### src/rtl/out_bank_loader_pkg.sv
// Shared types and size helpers for the output bank loader.
// The bank is sliced into WORD_W-wide beats; the last beat may be partial.
package out_bank_pkg;

  typedef enum logic [1:0] {
    StIdle,
    StLoad,
    StCommit
  } state_e;

  function automatic int unsigned num_beats(input int unsigned out_w, input int unsigned word_w);
    return (out_w + word_w - 1) / word_w;
  endfunction

  function automatic int unsigned last_bits(input int unsigned out_w, input int unsigned word_w);
    return out_w - (num_beats(out_w, word_w) - 1) * word_w;
  endfunction

  function automatic int unsigned beat_cnt_w(input int unsigned out_w, input int unsigned word_w);
    int unsigned n;
    n = num_beats(out_w, word_w);
    return (n > 1) ? $clog2(n) : 1;
  endfunction

endpackage

### src/rtl/out_bank_loader_if.sv
// Word stream into the bank loader: source drives data/valid, loader returns ready.
interface out_bank_loader_if #(
  parameter int unsigned WORD_W = 32
) ();

  logic [WORD_W-1:0] wr_data;
  logic              wr_valid;
  logic              wr_ready;

  modport master (
    output wr_data,
    output wr_valid,
    input  wr_ready
  );

  modport slave (
    input  wr_data,
    input  wr_valid,
    output wr_ready
  );

endinterface

### src/rtl/out_bank_loader.sv
// Assembles a wide output bank from a word stream into a shadow register and
// commits it to o_bank in one edge, so a partially loaded image is never visible.
module out_bank_loader
  import out_bank_pkg::*;
#(
  parameter int unsigned OUT_W  = 200,
  parameter int unsigned WORD_W = 32
) (
  input  logic              clk,
  input  logic              rst_n,
  input  logic              start,
  input  logic              abort,
  out_bank_loader_if.slave  wr,
  output logic              busy,
  output logic              done,
  output logic              restart_err,
  output logic [OUT_W-1:0]  o_bank
);

  localparam int unsigned NumBeats = num_beats(OUT_W, WORD_W);
  localparam int unsigned CntW     = beat_cnt_w(OUT_W, WORD_W);
  localparam logic [CntW-1:0] LastBeat = CntW'(NumBeats - 1);

  state_e            state_q;
  logic [CntW-1:0]   beat_q;
  logic [OUT_W-1:0]  shadow_q;
  logic [OUT_W-1:0]  shadow_d;
  logic [OUT_W-1:0]  word_ext;
  logic [OUT_W-1:0]  word_mask;
  logic [31:0]       beat_off;

  assign wr.wr_ready = (state_q == StLoad);
  assign busy        = (state_q != StIdle);
  assign beat_off    = 32'(beat_q) * WORD_W;

  // Bits shifted past OUT_W fall off, which drops the unused top of the last beat.
  always_comb begin
    word_ext  = {{(OUT_W - WORD_W){1'b0}}, wr.wr_data} << beat_off;
    word_mask = {{(OUT_W - WORD_W){1'b0}}, {WORD_W{1'b1}}} << beat_off;
    shadow_d  = (shadow_q & ~word_mask) | word_ext;
  end

  always_ff @(posedge clk or negedge rst_n) begin
    if (!rst_n) begin
      state_q     <= StIdle;
      beat_q      <= '0;
      shadow_q    <= '0;
      o_bank      <= '0;
      done        <= 1'b0;
      restart_err <= 1'b0;
    end else begin
      done <= 1'b0;
      unique case (state_q)
        StIdle: begin
          if (start) begin
            state_q <= StLoad;
            beat_q  <= '0;
          end
        end
        StLoad: begin
          // abort beats start beats a concurrent word
          if (abort) begin
            state_q <= StIdle;
            beat_q  <= '0;
          end else if (start) begin
            beat_q      <= '0;
            restart_err <= 1'b1;
          end else if (wr.wr_valid) begin
            shadow_q <= shadow_d;
            if (beat_q == LastBeat) begin
              state_q <= StCommit;
              beat_q  <= '0;
            end else begin
              beat_q <= beat_q + 1'b1;
            end
          end
        end
        StCommit: begin
          o_bank  <= shadow_q;
          done    <= 1'b1;
          state_q <= StIdle;
        end
        default: begin
          state_q <= StIdle;
          beat_q  <= '0;
        end
      endcase
    end
  end

endmodule

### src/flat_wrapper.sv
// flat-port wrapper written by rule: the top's interface ports become plain ports
module out_bank_loader_flat import out_bank_pkg::*;
#(
  parameter int unsigned OUT_W  = 200,
  parameter int unsigned WORD_W = 32
)
  (clk, rst_n, start, abort, busy, done, restart_err, o_bank, wr_wr_data, wr_wr_valid, wr_wr_ready);
  out_bank_loader_if #(.WORD_W(WORD_W)) wr_i ();
  input  logic clk;
  input  logic rst_n;
  input  logic start;
  input  logic abort;
  output logic busy;
  output logic done;
  output logic restart_err;
  output logic [OUT_W-1:0] o_bank;
  input wire logic [$bits(wr_i.wr_data)-1:0] wr_wr_data;
  input wire logic [$bits(wr_i.wr_valid)-1:0] wr_wr_valid;
  output wire logic [$bits(wr_i.wr_ready)-1:0] wr_wr_ready;
  assign wr_i.wr_data = wr_wr_data;
  assign wr_i.wr_valid = wr_wr_valid;
  assign wr_wr_ready = wr_i.wr_ready;
  out_bank_loader #(.OUT_W(OUT_W), .WORD_W(WORD_W)) u_core (.clk(clk), .rst_n(rst_n), .start(start), .abort(abort), .wr(wr_i), .busy(busy), .done(done), .restart_err(restart_err), .o_bank(o_bank));
endmodule
### config.mk
export PLATFORM = sky130hd
export DESIGN_NAME = out_bank_loader_flat
export DESIGN_NICKNAME = d
export VERILOG_FILES = /design/src/rtl/out_bank_loader_pkg.sv /design/src/rtl/out_bank_loader_if.sv /design/src/rtl/out_bank_loader.sv /design/src/flat_wrapper.sv
export SDC_FILE = /design/constraint.sdc
export NUM_CORES = 1
export LEC_CHECK = 0
export ABC_CLOCK_PERIOD_IN_PS = 2260
export BUFFER_PORTS_ARGS = -buffer_cell sky130_fd_sc_hd__buf_4
export CAP_MARGIN = 0
export CORE_MARGIN = 3
export CORE_UTILIZATION = 56
export DETAILED_ROUTE_END_ITERATION = 10
export GPL_ROUTABILITY_DRIVEN = 0
export GPL_TIMING_DRIVEN = 1
export HOLD_SLACK_MARGIN = 0.06
export PLACE_DENSITY = 0.79
export SYNTH_ARGS = -nofsm -noshare
export SYNTH_HDL_FRONTEND = slang
export SYNTH_SLANG_ARGS = --single-unit
### constraint.sdc
create_clock -name clk -period 2.26 [get_ports clk]
set_input_delay 0.565 -clock clk [delete_from_list [all_inputs] [get_ports clk]]
set_output_delay 0.565 -clock clk [all_outputs]
set_load 0.02 [all_outputs]
==> flow_summary.ini <==
[synthesis]
synthArstFlopShare_pct = 100
ys_seq_area_share_pct = 67.0
syn_area_sq_mm = 0.0152
synth_edf_count = 0
synthFlopType = dfrtp_1
synth-warning-count = 0
ys_types = 29
netlist_instances = 1314
ys_seq_elements = 407
postSynthAreaPerCell_sq_um = 11.6
syn_nets = 1352

[power_and_ir_drop]
seq_power_share_pct = 50.5
pwr-share-clk_pct = 45.1
ir_worst_vdd_v = 0.000622
p_leak_nw = 10.6
power_frac_comb_pct = 4.4
switching_share_pct = 21.1
power_mw = 15.4
intPower_mw = 12.1
p_switching_mw = 3.24
power.density_mw_per_mm2 = 810

[timing]
tns_ns = 0
post-route-min-period_ns = 2.11
drv_slew = 0
grt_setup_unrepaired = no
timing.final.crit_share_pct = 93.3
setup_ws_ns = 0.151
finalSetupViolations = 0
hold_viol_final = 0
tightest_slew_ns = 0.626
finClkSkew_ns = 0.0135
relSlewSlack_pct = 58.2
max_freq_mhz = 474

[place]
io_buffers = 240
dp.cells = 1859
dp_hpwl_um = 22800
place_ws_ns = -0.0973
placed_area_sq_mm = 0.0176

[setup_path]
reg2reg_to = u_core.shadow_q[33]$_DFFE_PN0P_
crit_required_ns = 1.69
rr_worst_depth = 4
r2r_start = u_core.state_q[1]$_DFFE_PN0P_
path_cells = buf_4 > or2_2 > buf_4
start_kind = register
end_kind = output pin
slowest_delay_ns = 0.40
worstPathArrival_ns = 1.54
crit_buf_inv = 2
crit_fanout = 7
crit_path_top_delay_cell = dfrtp_1
setup.worst_path.class = register to output pin
crit_family = flip-flops
r2r_setup_slack_ns = 0.17
worst_path_most_repeated_cell = buf_4

[min_path]
hold_end = u_core.shadow_q[170]$_DFFE_PN0P_
hold_depth = 2
hold_class = input pin to register
hp-start = wr_wr_data[10]

[clock_tree]
clockRootBuffer = clkbuf_16
numCtsBuffers = 41
cts_sinks = 407
cts_tree = done
clk_pin_slew_worst_paths_ns = 0.06
clk_latency_ns = 0.52
cts_buffer_depth = 3
post_cts_buffers = 0
htree_levels = 2

[routing]
drc_errors = 0
drt_pre_antenna_iters = 5
drt-total-wl_um = 36500
avgViaCountPerCell = 5.42
antenna_left = 0
wl_per_cell_um = 18.8
num_vias = 10500
drt_iter0_markers = 798

[floorplanning]
initial_core_util_pct = 57.7
fp-row-count = 59
die-area_sq_mm = 0.0292
core_sq_mm = 0.0264
die_y_um = 171
io_pins = 241
die_w_um = 171

[cells_and_area]
diodes = 0
multiInputGateArea_sq_mm = 0.00472
fin_nets = 1606
regArea_sq_mm = 0.0102
nFillCells = 1797
instances_no_fill = 1935
final_layout_size_suffix_gt1_share_pct = 32.0
syn_to_final_growth_pct = 24.9
design_area_sq_mm = 0.0190

[global_routing]
grt_first_pass_wirelength_um = 58400
antenna_found_initial = 0
grt_pass1_vias = 10800
grt_usage_pct = 25.2
gr-total-overflow = 0
grt_start_max_net_pins = 121

[run]
cap_viol_max_count = 0

[run_status]
status = complete, no violations
## power by group through the flow
| stage | clock network (mW) | logic [mW] | registers [mW] |
|---|---|---|---|
| after global routing | 7.39 | 0.747 | 7.80 |
| after global placement | 0 | 0.650 | 7.87 |
| after CTS | 7.05 | 0.691 | 7.77 |
| after floorplan | 0 | 0.329 | 7.84 |
| final | 6.94 | 0.675 | 7.77 |
| after detailed placement | 0 | 0.680 | 7.89 |
## layout by cell type (no fill, tap or decap), types with 2 or more instances in the layout
cell and count:
buf_12 13, nor4_4 2, clkinv_2 2, inv_1 2, nor2b_1 2, clkbuf_8 8
a22o_1 32, dfrtp_1 407, o31ai_1 2, mux2_1 6, nand2_1 603, mux2_2 162
bufinv_16 5, nand4b_1 3, clkbuf_16 41, clkinvlp_4 3, buf_4 264, clkbuf_1 14
inv_6 3, nand3_1 6, nor2_1 2
## what timing repair did
item	in CTS	in global routing
hold buffers	1	0
hold endpoints to repair	33	0
gates resized for setup	0	0
## state kept, by name, indices dropped and copies added (netlist names)
register / flops
u_core.shadow_q: 200
u_core.done: 1
u_core.o_bank: 200
u_core.restart_err: 1
u_core.state_q: 2
u_core.beat_q: 3
## layer usage
layer  GRT usage, %  vias up  wire length (um)
li1               -     4751                 -
met1           35.0     5347             15400
met2           41.0      343             17900
met3           5.13       55              2310
met4           7.30        0               781
met5              0        -                 0
## worst max-delay path by stage
stage / from / end / slack (ns) / cells after the start
2_1_floorplan: abort / u_core.shadow_q[162]$_DFFE_PN0P_ / 0.12 / 4
3_3_place_gp: abort / u_core.shadow_q[50]$_DFFE_PN0P_ / -0.05 / 5
3_5_place_dp: abort / u_core.shadow_q[40]$_DFFE_PN0P_ / -0.1 / 5
4_1_cts: u_core.state_q[1]$_DFFE_PN0P_ / busy / 0.14 / 3
5_1_grt: u_core.state_q[1]$_DFFE_PN0P_ / u_core.shadow_q[49]$_DFFE_PN0P_ / 0.08 / 4
6_report: u_core.state_q[1]$_DFFE_PN0P_ / busy / 0.15 / 3
## cells in the mapped netlist, drive strengths merged (3+ instances only)
cell type | count | share of area (%)
dfrtp | 407 | 67
mux2 | 168 | 12
nand3 | 7 | 0.23
a22o | 32 | 1.8
nand4b | 3 | 0.17
buf | 8 | 0.51
clkbuf | 60 | 1.5
inv | 3 | 0.074
nor2 | 3 | 0.091
nand2 | 603 | 15
## through the flow
step / utilization (%) / hold WS, ns
floorplan: - / 0.269
finish: 72.1 / 0.310
CTS: 72.1 / 0.297
detailed placement: 66.8 / 0.449
global route: 72.1 / 0.309
global placement: 66.8 / 0.441
## layout make-up
type	instances	area share, %
clock inverters	12	1.05
clock buffers	63	6.26
repair buffers	279	11.9
flip-flops and latches	407	53.6
multi-input cells	836	24.8
inverters	3	0.0856
well taps	335	2.21
## cells by family after synthesis
kind of cell / Yosys count / share of synthesized area, %
and+or+nand+nor: 629 / 16.3
DFF: 407 / 67.0
muxes: 168 / 12.4
buffers and inverters: 71 / 2.07
AOI/OAI and AO/OA: 38 / 2.12
adders and majority gates: 1 / 0.0823
Power figures use the tool's default switching activity.
